--- src/rtl/sd_sector_responder.sv ---
// rtl/sd_sector_responder.sv - sector-transfer responder between an SD-style initiator buffer and a word store
//
// Purpose: on an sd_rd/sd_wr request level, waits ACK_DELAY cycles, raises sd_ack
// and moves one 512-byte sector (256 x 16-bit words) between the initiator buffer
// and a word-addressed store. Out-of-range sectors run the full handshake without
// touching the store and pulse err at the end.
//
// Ports:
//   clk_sys       in   clock
//   reset         in   synchronous active-high reset
//   sd_lba        in   sector number, latched when a request is detected
//   sd_rd/sd_wr   in   read / write request levels (read wins if both high)
//   sd_ack        out  high for the whole transfer
//   sd_buff_addr  out  word index presented to the initiator buffer
//   sd_buff_dout  out  read data towards the initiator buffer
//   sd_buff_din   in   write data from the initiator buffer (2-cycle latency)
//   sd_buff_wr    out  one-cycle buffer write strobe
//   st_addr       out  store word address {lba[15:0], index}
//   st_rd/st_wr   out  one-cycle store request strobes
//   st_dout       out  store write data
//   st_din        in   store read data, valid with st_ready
//   st_ready      in   one-cycle completion of the outstanding store request
//   err           out  one-cycle pulse ending an out-of-range transfer

module sd_sector_responder #(
    parameter int ACK_DELAY = 4,
    parameter int SECTORS   = 64
) (
    input  logic        clk_sys,
    input  logic        reset,
    input  logic [31:0] sd_lba,
    input  logic        sd_rd,
    input  logic        sd_wr,
    output logic        sd_ack,
    output logic [7:0]  sd_buff_addr,
    output logic [15:0] sd_buff_dout,
    input  logic [15:0] sd_buff_din,
    output logic        sd_buff_wr,
    output logic [23:0] st_addr,
    output logic        st_rd,
    output logic        st_wr,
    output logic [15:0] st_dout,
    input  logic [15:0] st_din,
    input  logic        st_ready,
    output logic        err
);

    localparam logic [7:0]  ACK_LAST    = 8'(ACK_DELAY - 1);
    localparam logic [31:0] SECTORS_W   = 32'(SECTORS);
    localparam logic [7:0]  WR_LAT_LAST = 8'd1;
    localparam logic [7:0]  IDX_LAST    = 8'hFF;

    typedef enum logic [3:0] {
        S_IDLE,
        S_DELAY,
        S_RD_REQ,
        S_RD_WAIT,
        S_RD_PUSH,
        S_WR_ADDR,
        S_WR_LAT,
        S_WR_REQ,
        S_WR_WAIT,
        S_DONE
    } state_t;

    state_t      state_q, state_d;
    logic [7:0]  cnt_q, cnt_d;
    logic [7:0]  idx_q, idx_d;
    logic [15:0] lba_q, lba_d;
    logic        rd_dir_q, rd_dir_d;
    logic        oor_q, oor_d;
    logic [7:0]  sd_buff_addr_q, sd_buff_addr_d;
    logic [15:0] sd_buff_dout_q, sd_buff_dout_d;
    logic [23:0] st_addr_q, st_addr_d;
    logic [15:0] st_dout_q, st_dout_d;

    // State register and datapath flops
    always_ff @(posedge clk_sys) begin
        if (reset) begin
            state_q        <= S_IDLE;
            cnt_q          <= 8'd0;
            idx_q          <= 8'd0;
            lba_q          <= 16'd0;
            rd_dir_q       <= 1'b0;
            oor_q          <= 1'b0;
            sd_buff_addr_q <= 8'd0;
            sd_buff_dout_q <= 16'd0;
            st_addr_q      <= 24'd0;
            st_dout_q      <= 16'd0;
        end else begin
            state_q        <= state_d;
            cnt_q          <= cnt_d;
            idx_q          <= idx_d;
            lba_q          <= lba_d;
            rd_dir_q       <= rd_dir_d;
            oor_q          <= oor_d;
            sd_buff_addr_q <= sd_buff_addr_d;
            sd_buff_dout_q <= sd_buff_dout_d;
            st_addr_q      <= st_addr_d;
            st_dout_q      <= st_dout_d;
        end
    end

    // Next-state and datapath
    always_comb begin
        state_d        = state_q;
        cnt_d          = cnt_q;
        idx_d          = idx_q;
        lba_d          = lba_q;
        rd_dir_d       = rd_dir_q;
        oor_d          = oor_q;
        sd_buff_addr_d = sd_buff_addr_q;
        sd_buff_dout_d = sd_buff_dout_q;
        st_addr_d      = st_addr_q;
        st_dout_d      = st_dout_q;

        case (state_q)
            S_IDLE: begin
                cnt_d = 8'd0;
                idx_d = 8'd0;
                if (sd_rd || sd_wr) begin
                    // Range is judged on the full 32-bit LBA; only the low
                    // 16 bits are needed afterwards to form st_addr.
                    lba_d    = sd_lba[15:0];
                    rd_dir_d = sd_rd;
                    oor_d    = (sd_lba >= SECTORS_W);
                    state_d  = S_DELAY;
                end
            end
            S_DELAY: begin
                cnt_d = cnt_q + 8'd1;
                idx_d = 8'd0;
                if (cnt_q == ACK_LAST) begin
                    state_d = rd_dir_q ? S_RD_REQ : S_WR_ADDR;
                end
            end
            S_RD_REQ: begin
                if (oor_q) begin
                    // No store access: push a zero word straight away.
                    sd_buff_dout_d = 16'd0;
                    state_d        = S_RD_PUSH;
                end else begin
                    state_d = S_RD_WAIT;
                end
            end
            S_RD_WAIT: begin
                if (st_ready) begin
                    sd_buff_dout_d = st_din;
                    state_d        = S_RD_PUSH;
                end
            end
            S_RD_PUSH: begin
                idx_d   = idx_q + 8'd1;
                state_d = (idx_q == IDX_LAST) ? S_DONE : S_RD_REQ;
            end
            S_WR_ADDR: begin
                cnt_d   = 8'd0;
                state_d = S_WR_LAT;
            end
            S_WR_LAT: begin
                // Two cycles here plus the WR_ADDR cycle cover the buffer's
                // two-cycle read latency before sd_buff_din is sampled.
                cnt_d = cnt_q + 8'd1;
                if (cnt_q == WR_LAT_LAST) begin
                    st_dout_d = sd_buff_din;
                    state_d   = S_WR_REQ;
                end
            end
            S_WR_REQ: begin
                if (oor_q) begin
                    idx_d   = idx_q + 8'd1;
                    state_d = (idx_q == IDX_LAST) ? S_DONE : S_WR_ADDR;
                end else begin
                    state_d = S_WR_WAIT;
                end
            end
            S_WR_WAIT: begin
                if (st_ready) begin
                    idx_d   = idx_q + 8'd1;
                    state_d = (idx_q == IDX_LAST) ? S_DONE : S_WR_ADDR;
                end
            end
            S_DONE: begin
                state_d = S_IDLE;
            end
            default: begin
                state_d = S_IDLE;
            end
        endcase

        // Addresses are loaded on entry so they are stable for the whole state.
        if ((state_d == S_RD_PUSH) || (state_d == S_WR_ADDR)) begin
            sd_buff_addr_d = idx_d;
        end
        if ((state_d == S_RD_REQ) || (state_d == S_WR_REQ)) begin
            st_addr_d = {lba_d, idx_d};
        end
    end

    // Outputs decoded from state
    always_comb begin
        sd_ack     = 1'b0;
        sd_buff_wr = 1'b0;
        st_rd      = 1'b0;
        st_wr      = 1'b0;
        err        = 1'b0;
        case (state_q)
            S_RD_REQ:  begin sd_ack = 1'b1; st_rd = ~oor_q; end
            S_RD_WAIT: sd_ack = 1'b1;
            S_RD_PUSH: begin sd_ack = 1'b1; sd_buff_wr = 1'b1; end
            S_WR_ADDR: sd_ack = 1'b1;
            S_WR_LAT:  sd_ack = 1'b1;
            S_WR_REQ:  begin sd_ack = 1'b1; st_wr = ~oor_q; end
            S_WR_WAIT: sd_ack = 1'b1;
            S_DONE:    err = oor_q;
            default:   sd_ack = 1'b0;
        endcase
    end

    assign sd_buff_addr = sd_buff_addr_q;
    assign sd_buff_dout = sd_buff_dout_q;
    assign st_addr      = st_addr_q;
    assign st_dout      = st_dout_q;

endmodule

--- config.mk ---
export PLATFORM = sky130hd
export DESIGN_NAME = sd_sector_responder
export DESIGN_NICKNAME = d
export VERILOG_FILES = /design/src/rtl/sd_sector_responder.sv
export SDC_FILE = /design/constraint.sdc
export NUM_CORES = 1
export LEC_CHECK = 0
export BUFFER_PORTS_ARGS = -buffer_cell sky130_fd_sc_hd__buf_4
export CAP_MARGIN = 20
export CORE_MARGIN = 5
export CORE_UTILIZATION = 46
export DETAILED_ROUTE_END_ITERATION = 8
export PLACE_DENSITY = 0.75
export SETUP_SLACK_MARGIN = 0.2
export SYNTH_ARGS = -nofsm -noshare
export SYNTH_HDL_FRONTEND = slang
export SYNTH_SLANG_ARGS = --single-unit
--- constraint.sdc ---
create_clock -name clk_sys -period 2.45 [get_ports clk_sys]
set_input_delay 0.49 -clock clk_sys [delete_from_list [all_inputs] [get_ports clk_sys]]
set_output_delay 0.49 -clock clk_sys [all_outputs]
set_load 0.05 [all_outputs]
* Word level (Yosys, flattened, before mapping) *
Cells that the tools add are included.

operators by class
  magnitude comparators = 1
  multiplexer cells = 25
  reductions and logical operators = 13
  equality and inequality tests = 18
  $add $sub $neg = 2
  bitwise gates (word level) = 1

operator list
  cell                                                                number
  two-way mux 16 bit                                                  4
  case mux 4 bit (9 select lines)                                     1
  greater-or-equal comparator 32 x 7 -> 1 bit, second input constant  1
  two-way mux 4 bit                                                   8
  case mux 16 bit (2 select lines)                                    1
  case mux 8 bit (4 select lines)                                     1
  == test 4 x 3 -> 1 bit, second input constant                       7
  adder 8 x 1 -> 8 bit, second input constant                         2
  two-way mux 8 bit                                                   2
  case mux 8 bit (2 select lines)                                     1
  == test 4 x 2 -> 1 bit, second input constant                       3
  == test 4 bit, second input constant                                2
  == test 8 x 1 -> 1 bit, second input constant                       1
  == test 8 x 2 -> 1 bit, second input constant                       1
  == test 8 bit, second input constant                                1
  OR reduction 7 bit                                                  1
  two-way mux 3 bit                                                   2
  OR reduction 2 bit                                                  3
  two-way mux 1 bit                                                   5
  == test 4 x 1 -> 1 bit, second input constant                       1
  zero test 4 bit                                                     1
  inequality test 2 bit, second input constant                        2
  AND reduction 2 bit                                                 2
  nonzero test 2 bit                                                  2
  other kinds (3)                                                     5

word-level totals
  flip-flop bits (word level) = 102
  input port bits = 69
  logic and storage cells = 70

* Logic depth before layout (Yosys ltp) *
Gate-level depths: netlist of run 1.

  depth in word-level cells = 6
  mapped depth = 11

* Worst setup path after synthesis of run 1 *
OpenSTA, ideal clock, no wires.

  path kind = register to register
  start = register state_q[0]
  end = register st_addr_q[10], in the netlist st_addr[10]
  required time = 2.329 ns
  cell stages (with the launch flop) = 10
  library setup time = 0.121 ns
  setup slack = -0.797 ns
  period minus slack after synthesis = 3.247 ns
  arrival time = 3.126 ns
  cells stage by stage = dfxtp_1 > clkbuf_1 > clkbuf_1 > nor3b_1 > nor2_1 > a21oi_1 > a211o_1 > buf_6 > buf_6 > mux2_4

on the way
  cells in the longest elaborated chain, start to end = 4
  elaborated cells between the ends (all ways) = 19
  classes of those cells = eq/ne (10); mux (7); reduce/logical (2)

ends and longest elaborated chain
  item                                                              line  RTL
  start, declared                                                   66    state_t state_q, state_d;
  start signal, assigned                                            91    state_q <= state_d;
  == test 4 bit (tied with other cells)                             117   case (state_q)
  case mux 4 bit (9 select lines)                                   117
  == test 4 x 2 -> 1 bit or == test 4 x 3 -> 1 bit (tied branches)  195   if ((state_d == S_RD_REQ) || (state_d == S_WR_REQ)) begin
  logical OR 1 bit                                                  195
  end signal, assigned                                              99    st_addr_q <= st_addr_d;
  end, declared                                                     74    logic [23:0] st_addr_q, st_addr_d;

Parallel ways exist; a longest one is shown, timed or not.
A chain may end at the register's enable or synchronous reset.

* Worst setup path after layout of run 1 *
  start = register state_q[2]
  end = register st_addr_q[17], in the netlist st_addr[17]

Same word-level chain as after synthesis.

==> key figures, run 1 <==
Global route
  – Vias in the first global route: 3777
  – Grt total ovfl: 0
  – Antenna violations before repair: 0
  – First-pass GRT wire length: 17700 um
  – Tot GR Track Use: 19.0%
  – Largest net degree at the start of global routing: 55

Clocking
  – H-tree levels: 3
  – Clock Tree Buf Depth: 2
  – Clock-pin slew on the worst setup and hold paths: 110 ps
  – Clk_lat worst skew: 360 ps
  – Root Buffer: clkbuf_8
  – Clock sink count: approximately 100
  – Hold buffers post-CTS: 0
  – CTS buffer count: 9
  – CTS tree: done

Setup path
  – Critical Path Max Stage Delay: approximately 400 ps
  – Delay-heaviest family, CP: compound AO/OA/AOI/OAI gates
  – Slowest CP cell: dfxtp_2
  – Setup CP Type: flop to flop
  – Setup crit start kind: flop
  – Critical Path RT: 2700 ps
  – Worst R2R Start: state_q[2]
  – Crit path DAT: 2670 ps
  – Critical path, cell by cell: nand2b_1 -> o211ai_1 -> a32oi_4 -> o21a_1 -> a21oi_2 -> a211o_4 -> clkbuf_16 -> mux2_4
  – CP bufs+invs: 1
  – CP Max Fanout: 9
  – Depth of the most critical reg-to-reg path: 8
  – Reg-to-Reg End: st_addr[17]
  – CP Capture Type: flop
  – R2R setup slack: 30 ps

Yosys
  – Sequential area share after synthesis: ~47%
  – Cells after synthesis: roughly 450
  – Avg Synthesized Cell Area: 9.49 sq um
  – FF+latch count, synth: approximately 100
  – Ys async rst share: 0%
  – Top FF cell, synth: dfxtp_1
  – Number of flops mapped to enable cells by yosys: 0
  – Syn. warnings: 0
  – Mapped Area: 0.00431 sq mm
  – Syn nets: 526
  – Synth cell types: 52

Pwr
  – P_leak: 2.71 nW
  – Pwr Total: 0.00653 W
  – Pwr Density: 1040 mW/mm^2
  – Worst IR drop on VDD: 0.489 mV

Drt
  – 1st-pass router iterations: 4
  – Starting DRT DRC Count: between 200 and 250
  – DRC Markers: 0
  – Vias: 3938
  – Wire per inst: 15.5 um
  – Vias per cell: 5.28
  – Final ANT Viol Nets: 0
  – WL final: 11600 um

Finish
  – Share of cells above drive strength 1: 41.9%
  – Most frequent cells in the layout: buf_4 (182), dfxtp_1 (94), nor2_1 (49)
  – Final core occ: 68.2%
  – Sequential cell area: about 0.0021 sq mm
  – Synthesis-to-finish area growth: 45.6%
  – Fillers: 730
  – Final net count: 702
  – Ant diodes: 0
  – Area of the multi-input gates: between 0.002 and 0.0025 sq mm
  – Most common cell after layout, fill and taps aside: buf_4

Worst hold path
  – Hold WC Path Type: primary input to flop
  – Worst hold path depth: 2
  – Hold path start: st_din[5]
  – Hold Path Sink: sd_buff_dout[5]

Placement
  – GP Congestion: about 0.92
  – Port buffer count: ~140
  – DP Wirelength: around 8400 um

Die
  – Initial Util: between 40% and 50%
  – Die ar.: about 0.011 sq mm
  – Ports: between 100 and 150
  – Die extent in y: 107 um
  – CORE AREA: between 0.009 and 0.01 sq mm
  – Row cnt: 35
  – Die W: 107 um

Timing
  – Final setup violation count: 0
  – Rel. slew slack: 59.6%
  – Crit path time final: roughly 2400 ps
  – Tcrit/Tclk final: 98.8%
  – Fmax: 413 MHz
  – Clk_skew: 18.3 ps
  – RSZ-0062 raised after global routing: true
  – Count of final hold-check violations: 0
  – Tightest Pin Transition: 606 ps
  – Max-slew violations: 0

Flow run
  – Max-cap violations: 0

Run status
  – Status: complete, no violations
==> cell usage after synthesis, types with 10 or more instances <==
master | count | share of area, %
mux2_4 | 19 | 6.6
nor4_1 | 10 | 1.5
clkbuf_1 | 18 | 1.6
mux2i_1 | 23 | 5.3
nor2b_1 | 28 | 4.1
o21ai_0 | 10 | 1.2
nand2_1 | 47 | 4.1
a21oi_1 | 30 | 3.5
nor2_1 | 50 | 4.4
a22o_1 | 16 | 3.3
dfxtp_1 | 102 | 47
==> flip-flops by register name (all words and copies together), names as in the netlist, 4 cells and up <==
| name | count |
|---|---|
| cnt_q | 8 |
| idx_q | 8 |
| lba_q | 16 |
| sd_buff_addr | 8 |
| sd_buff_dout | 16 |
| st_addr | 24 |
| st_dout | 16 |
| state_q | 4 |
==> per-layer routing <==
metal  GRT usage, %  part of all wire, %  up-vias
li1               -                    -     1946
met1           24.6                   44     1806
met2           29.1                   44      174
met3           7.59                   11       12
met4           5.94                  1.2        0
met5              0                    0        -
==> report_power, final <==
part / internal (W) / switching (W) / total [W]
Sequential: 0.00191 / 0.000168 / 0.00208
Combinational: 0.00155 / 0.00180 / 0.00335
Clock: 0.000497 / 0.000610 / 0.00111
==> timing repair <==
action,4_1_cts,5_1_grt
setup endpoints to repair,49,51
cloned,0,2
buffers inserted,1,9
pin swaps,2,26
resized for setup,8,31
hold endpoints to repair,0,0
==> worst max path at each step <==
stage / start / end / cells after the start
floorplan: cnt_q[3] / st_addr[10] / 9
global placement: st_ready / st_addr[14] / 9
detailed placement: st_ready / st_addr[1] / 9
CTS: cnt_q[7] / st_addr[18] / 7
global route: state_q[2] / st_addr[1] / 9
finish: state_q[2] / st_addr[17] / 8
==> logic make-up after synthesis <==
family / after synthesis / share of synthesized area [%]
AOI/OAI and AO/OA: 82 / 12.6
xor gates and xnor gates: 6 / 1.22
adders and majority gates: 3 / 0.872
buffers and inverters: 32 / 3.40
DFF: 102 / 47.4
muxes: 46 / 13.0
and+or+nand+nor: 183 / 21.4
==> layout make-up <==
class,count,share of cell area (%)
tap,111,2.22
timing repair buffer,190,24.2
clock buffer,9,1.98
sequential,102,32.8
multi-input combinational,320,36.9
inverter,7,0.459
clock inverter,7,1.48
==> stage by stage <==
stage / hold slack [ps] / instances / area [sq um] / worst slack, ps / TNS [ps]
6_report: 326 / 746 / 6270 / 29.1 / 0
3_5_place_dp: 455 / 718 / 5750 / -49.3 / -602
4_1_cts: 315 / 735 / 6000 / 16.4 / 0
2_1_floorplan: 440 / 454 / 4380 / -113 / -2150
3_3_place_gp: 446 / 718 / 5750 / -55.3 / -1060
5_1_grt: 314 / 746 / 6270 / -31.5 / -401
Power figures use the tool's default switching activity.
==> inputs of run 2 (changes only) <==
--- a/config.mk
+++ b/config.mk
@@ -10,4 +10,5 @@
 export CORE_MARGIN = 5
 export CORE_UTILIZATION = 46
+export CTS_CLUSTER_SIZE = 24
 export DETAILED_ROUTE_END_ITERATION = 8
 export PLACE_DENSITY = 0.75
==> constraint.sdc (replaced) <==
create_clock -name clk_sys -period 2.2 [get_ports clk_sys]
set_input_delay 0.11 -clock clk_sys [delete_from_list [all_inputs] [get_ports clk_sys]]
set_output_delay 0.11 -clock clk_sys [all_outputs]
set_load 0.05 [all_outputs]
==> key figures, run 2 (same netlist as run 1, synthesis figures left out) <==
Finish
  – Most frequent cells in the layout: buf_4 (197), dfxtp_1 (95), nor2_1 (48)
  – Ant diodes: 0 (unchanged)
  – Final net count: 748 (+6.6%)
  – Fillers: 681 (-6.7%)
  – Largest register FFs: 24 (unchanged)
  – Share of cells above drive strength 1: 41.3% (-0.63 points)
  – Sequential cell area: 0.00205 sq mm (-0.18%)
  – Most common cell after layout, fill and taps aside: buf_4
  – Area of the multi-input gates: 0.00228 sq mm (-1.7%)
  – Synthesis-to-finish area growth: 53.1%
  – Final core occ: 71.7% (+3.5 points)

Setup path
  – Crit path DAT: 2710 ps (+40 ps)
  – Critical Path RT: 2460 ps (-240 ps)
  – CP Max Fanout: 6 (-3)
  – R2R setup slack: -240 ps (-270 ps)
  – Setup crit start kind: flop
  – CP Capture Type: flop
  – Setup CP Type: flop to flop

Clocking
  – CTS tree: done
  – Clock-pin slew on the worst setup and hold paths: 100 ps (about the same)
  – Clk_lat worst skew: 360 ps (about the same)
  – Clock Tree Buf Depth: 2 (unchanged)
  – H-tree levels: 3 (unchanged)
  – Root Buffer: clkbuf_8
  – Clock sink count: 102 (unchanged)
  – CTS buffer count: 9 (unchanged)

Timing
  – Tightest Pin Transition: 612 ps (+5.42 ps)
  – Final TNS setup: -7230 ps (-7230 ps)
  – RSZ-0062 raised after global routing: true
  – Clk_skew: 9.37 ps (-8.88 ps)
  – Rel. slew slack: 59.2% (-0.36 points)
  – Crit path time final: 2440 ps (+20.5 ps)
  – Final WS setup: -241 ps (-271 ps)
  – Max-slew violations: 0 (unchanged)
  – Count of final hold-check violations: 0 (unchanged)
  – Tcrit/Tclk final: 111% (+12 points)
  – Final setup violation count: 43 (+43)
  – Fmax: 410 MHz (-0.84%)

Pwr
  – Pwr Density: 1080 mW/mm^2 (+3.5%)
  – Worst IR drop on VDD: 0.598 mV (+22%)
  – Pwr Total: 0.00711 W (+8.8%)
  – P_leak: 2.89 nW (+6.6%)

Global route
  – Antenna violations before repair: 0 (unchanged)
  – First-pass GRT wire length: 19800 um (+12%)
  – Vias in the first global route: 4153 (+10%)
  – Largest net degree at the start of global routing: 55 (unchanged)
  – Grt total ovfl: 0 (unchanged)
  – Tot GR Track Use: 21.3% (+2.3 points)

Run status
  – Failing checks: negative setup slack
  – Status: finished, violations left

Die
  – Initial Util: 46.8% (unchanged)
  – Row cnt: 35 (unchanged)
  – Die W: 107 um (unchanged)
  – CORE AREA: 0.00920 sq mm (unchanged)
  – Die extent in y: 107 um (unchanged)
  – Ports: 138 (unchanged)
  – Die ar.: 0.0114 sq mm (unchanged)

Drt
  – Wire per inst: 16.3 um (+5.3%)
  – 1st-pass router iterations: 5 (+1)
  – WL final: 12900 um (+12%)
  – Starting DRT DRC Count: 233 (+6.4%)
  – Vias per cell: 5.38 (+1.9%)
  – Final ANT Viol Nets: 0 (unchanged)
  – Vias: 4259 (+8.2%)
  – DRC Markers: 0 (unchanged)

Flow run
  – Max-cap violations: 0 (unchanged)

Worst hold path
  – Hold WC Path Type: primary input to flop

Placement
  – DP Wirelength: 8580 um (+1.6%)
  – Worst slack, placed: -201 ps (-152 ps)
  – Port buffer count: 137 (unchanged)
  – GP Congestion: 0.926 (+0.53%)
-- run 2: cell types whose count changed in the layout (fill, tap and decap cells not counted), sizes merged --
cell	before	now
clkinv	4	3
inv	9	10
buf	188	202
bufinv	1	0
dlygate4sd3	0	33
-- run 2: area by class of cell --
cell class	instances	share of cell area (%)
multi-input cells	320	34.5
flip-flops and latches	102	31.1
repair buffers	236	29.0
well taps	111	2.11
clock buffers	10	2.09
clock inverters	6	0.797
inverters	7	0.398
-- run 2: final timing paths --
kind                        start     endpoint  cells past startpoint
hold / removal    sd_buff_din[10]  st_dout[10]                      3
setup / recovery         cnt_q[3]   st_addr[7]                      6
hold reg to reg         lba_q[15]    lba_q[15]                      2
setup reg to reg         cnt_q[3]   st_addr[7]                      6
-- run 2: worst max-delay path, stage by stage, from the launching register on --
cell and delay [ps]:
dfxtp_2 330, or4_4 590, o31ai_4 190, nand4_1 290
a211o_4 470, buf_4 180, mux2_4 290
-- run 2: stage by stage --
step / hold slack (ps) / cell area (sq um) / instances
global placement: 319 / 5870 / 737
global route: 4.47 / 6590 / 792
CTS: 0.415 / 6390 / 785
detailed placement: 323 / 5870 / 737
floorplan: 236 / 4370 / 454
finish: 16.0 / 6590 / 792
-- run 2: layer usage --
layer / vias up / part of all wire, % / track usage, %
met1: 2015 / 40 / 25.7
met2: 192 / 49 / 36.5
li1: 2034 / - / -
met3: 18 / 9.8 / 7.16
met4: 0 / 1.2 / 5.48
met5: - / 0 / 0
-- run 2: where the power goes --
| group | switching [W] | internal, W | total, W |
|---|---|---|---|
| Combinational | 0.00202 | 0.00166 | 0.00368 |
| Sequential | 0.000169 | 0.00213 | 0.00230 |
| Clock | 0.000667 | 0.000461 | 0.00113 |
-- run 2: timing repair --
action	CTS	global route
pin swaps	1	10
hold endpoints to repair	32	1
gates resized for setup	2	31
endpoints found under the setup margin	49	57
hold buffers	32	1
cloned	0	2
setup buffers	0	4
==> inputs of run 3 (changes only) <==
--- a/config.mk
+++ b/config.mk
@@ -6,4 +6,5 @@
 export NUM_CORES = 1
 export LEC_CHECK = 0
+export ABC_AREA = 1
 export BUFFER_PORTS_ARGS = -buffer_cell sky130_fd_sc_hd__buf_4
 export CAP_MARGIN = 20
==> constraint.sdc (replaced) <==
create_clock -name clk_sys -period 2.2 [get_ports clk_sys]
set_input_delay 0.11 -clock clk_sys [delete_from_list [all_inputs] [get_ports clk_sys]]
set_output_delay 0.11 -clock clk_sys [all_outputs]
set_load 0.1 [all_outputs]
==> key figures, run 3 <==
Global route
  – Grt total ovfl: 0 (unchanged)
  – Vias in the first global route: 4634 (+12%)
  – Tot GR Track Use: 22.3% (+0.97 points)
  – Largest net degree at the start of global routing: 50 (-9.1%)
  – Antenna violations before repair: 0 (unchanged)
  – First-pass GRT wire length: 21300 um (+7.3%)

Setup path
  – Critical path, cell by cell: nor2_4 -> inv_1 -> nor2_1 -> inv_1 -> nor2_1 -> nor2_1 -> inv_2 -> nand2_2 -> nor2_4 -> buf_12 -> nor2_1 -> nor2_1
  – Setup CP Type: flop to flop
  – CP Max Fanout: 18 (+12)
  – Worst R2R Start: state_q[2]
  – Depth of the most critical reg-to-reg path: 12 (+6)
  – CP Capture Type: flop
  – R2R setup slack: 300 ps (+550 ps)
  – Most used cell, CP: nor2_1
  – Crit path DAT: 2210 ps (-500 ps)
  – Setup crit start kind: flop
  – Critical Path Max Stage Delay: 390 ps (-200 ps)
  – Critical Path RT: 2510 ps (+50 ps)
  – CP bufs+invs: 4 (+3)
  – Delay-heaviest family, CP: simple AND/OR/NAND/NOR gates
  – Slowest CP cell: dfxtp_2
  – Reg-to-Reg End: st_addr[3]

Yosys
  – Post-synth top area cell: dfxtp_1
  – Cells after synthesis: 624 (+37%)
  – Sequential area share after synthesis: 45.2% (-2.2 points)
  – Largest cells by area after synthesis: dfxtp_1 (45%), nor2_1 (12%), nand2_1 (8.6%), nand4_1 (5.4%), nand3_1 (4.8%)
  – FF+latch count, synth: 102 (unchanged)
  – Avg Synthesized Cell Area: 7.24 sq um (-24%)
  – Mapped Area: 0.00452 sq mm (+4.9%)
  – Ys async rst share: 0% (unchanged)
  – Syn. warnings: 0 (unchanged)
  – Count leader, synth: nor2_1
  – Leading cell types by count after synthesis: nor2_1 (142), nand2_1 (103), dfxtp_1 (102)
  – Number of flops mapped to enable cells by yosys: 0 (unchanged)
  – Top FF cell, synth: dfxtp_1
  – Synth cell types: 30 (-42%)
  – Post-synth top area share: 45.2% (-2.2 points)
  – Syn nets: 696 (+32%)

Worst hold path
  – Hold Path Sink: sd_buff_dout[3]
  – Worst hold path depth: 3 (unchanged)
  – Hold WC Path Type: primary input to flop
  – Hold path start: st_din[3]

Finish
  – Final Non-Filler Cells: 920 (+16%)
  – Final net count: 855 (+14%)
  – Share of cells above drive strength 1: 28.1% (-13 points)
  – Most common cell after layout, fill and taps aside: buf_4
  – Ant diodes: 0 (unchanged)
  – Most frequent cells in the layout: buf_4 (151), nor2_1 (132), nand2_1 (96)
  – Area of the multi-input gates: 0.00227 sq mm (-0.16%)
  – Fillers: 836 (+23%)
  – Largest register FFs: 24 (unchanged)
  – Sequential cell area: 0.00205 sq mm (+0.18%)
  – Synthesis-to-finish area growth: 39.2%
  – Final core occ: 64.9% (-6.8 points)

Timing
  – Count of final hold-check violations: 0 (unchanged)
  – Max-slew violations: 0 (unchanged)
  – Clk_skew: 9.58 ps (+0.207 ps)
  – Crit path time final: 1900 ps (-546 ps)
  – Fmax: 527 MHz (+29%)
  – Final WS setup: 304 ps (+546 ps)
  – Final setup violation count: 0 (-100%)
  – Tightest Pin Transition: 616 ps (+4.43 ps)
  – Tcrit/Tclk final: 86.2% (-25 points)
  – Final TNS setup: 0 ps (+7230 ps)
  – RSZ-0062 raised after global routing: true
  – WHS: 19.6 ps (+3.64 ps)
  – Rel. slew slack: 58.8% (-0.41 points)

Die
  – CORE AREA: 0.00968 sq mm (+5.3%)
  – Die extent in y: 109 um (+2.2%)
  – Initial Util: 46.7% (-0.18 points)
  – Die ar.: 0.0119 sq mm (+4.4%)
  – Die W: 109 um (+2.2%)
  – Ports: 138 (unchanged)
  – Row cnt: 36 (+2.9%)

Clocking
  – Clk_lat worst skew: 370 ps (about the same)
  – CTS tree: done
  – Clock sink count: 102 (unchanged)
  – CTS buffer count: 9 (unchanged)
  – H-tree levels: 3 (unchanged)
  – Clock Tree Buf Depth: 2 (unchanged)
  – Root Buffer: clkbuf_8
  – Clock-pin slew on the worst setup and hold paths: 100 ps (about the same)

Placement
  – DP Wirelength: 9200 um (+7.3%)
  – Worst slack, placed: 121 ps (+322 ps)
  – Port buffer count: 137 (unchanged)
  – Placed Cells: 880 (+19%)
  – GP Congestion: 0.913 (-1.4%)

Drt
  – WL final: 13300 um (+2.7%)
  – DRC Markers: 0 (unchanged)
  – Vias: 4769 (+12%)
  – Final ANT Viol Nets: 0 (unchanged)
  – Wire per inst: 14.5 um (-12%)
  – Vias per cell: 5.18 (-3.6%)
  – 1st-pass router iterations: 5 (unchanged)
  – Starting DRT DRC Count: 296 (+27%)

Pwr
  – Pwr Density: 552 mW/mm^2 (-49%)
  – Worst IR drop on VDD: 0.340 mV (-43%)
  – P_leak: 3.01 nW (+4.2%)

Flow run
  – Max-cap violations: 0 (unchanged)

Run status
  – Status: complete, no violations
## run 3: cell types whose count changed after synthesis, sizes merged, moves of 7 or more
cell / previous run / this run
and2: 8 / 1
mux2: 23 / 0
nand4: 8 / 39
mux2i: 23 / 15
nand2: 47 / 106
nand3: 5 / 44
inv: 7 / 53
a21oi: 30 / 37
nor2b: 28 / 0
nor2: 50 / 150
a22o: 16 / 0
o21ai: 11 / 26
## run 3: cell type report
type | count | area share, %
multi-input combinational | 442 | 36.1
sequential | 102 | 32.7
timing repair buffer | 175 | 22.2
inverter | 53 | 3.20
tap | 133 | 2.65
clock buffer | 10 | 2.19
clock inverter | 5 | 0.955
## run 3: tightest hold or removal path, cell delays in order
cell     delay [ps]
buf_4           110
nand4_1          70
a21oi_1          60
## run 3: cell families after synthesis
| group | count (synthesis) | synth area share [%] |
|---|---|---|
| multiplexers | 15 | 3.32 |
| AO/OA/AOI/OAI | 70 | 8.17 |
| buffers and inverters | 81 | 7.62 |
| adder cells (fa/ha/maj) | 3 | 0.831 |
| flip-flops | 102 | 45.2 |
| XOR/XNOR | 1 | 0.194 |
| AND/OR/NAND/NOR | 352 | 34.7 |
## run 3: timing repair
| item | in CTS | in global routing |
|---|---|---|
| pin swaps | 4 | 7 |
| hold endpoints to repair | 19 | 0 |
| gates resized for setup | 3 | 30 |
| gates cloned | 0 | 1 |
| setup buffers | 3 | 2 |
| hold buffers | 19 | 0 |
| setup endpoints to repair | 21 | 55 |
## run 3: layer usage
metal	global-route usage (%)	vias to the layer above	share of wire [%]
li1	-	2359	-
met1	27.0	2232	42
met2	38.6	156	50
met3	4.32	22	5.9
met4	9.02	0	1.8
met5	0	-	0
## run 3: worst max-delay path by stage
stage | from | end | slack (ps) | cells after the start
2_1_floorplan | state_q[1] | st_addr[4] | 210 | 12
3_3_place_gp | idx_q[0] | st_addr[3] | 190 | 13
3_5_place_dp | idx_q[0] | st_addr[3] | 120 | 13
4_1_cts | idx_q[1] | st_addr[3] | 200 | 15
5_1_grt | state_q[2] | sd_buff_addr[6] | 160 | 10
6_report | state_q[2] | st_addr[3] | 300 | 12
## run 3: per-stage QoR
| stage | total power (W) | cell area (sq um) |
|---|---|---|
| 6_report | 0.00347 | 6290 |
| 5_1_grt | 0.00361 | 6290 |
| 4_1_cts | 0.00347 | 6160 |
| 3_5_place_dp | 0.00227 | 5740 |
| 3_3_place_gp | 0.00226 | 5740 |
| 2_1_floorplan | 0.00212 | 4580 |
## run 3: power by group
group	leakage, nW	switching [W]	internal, W
combinational	2.08	0.000197	0.000178
clock	0.0983	0.000643	0.000553
sequential	0.829	0.0000192	0.00188
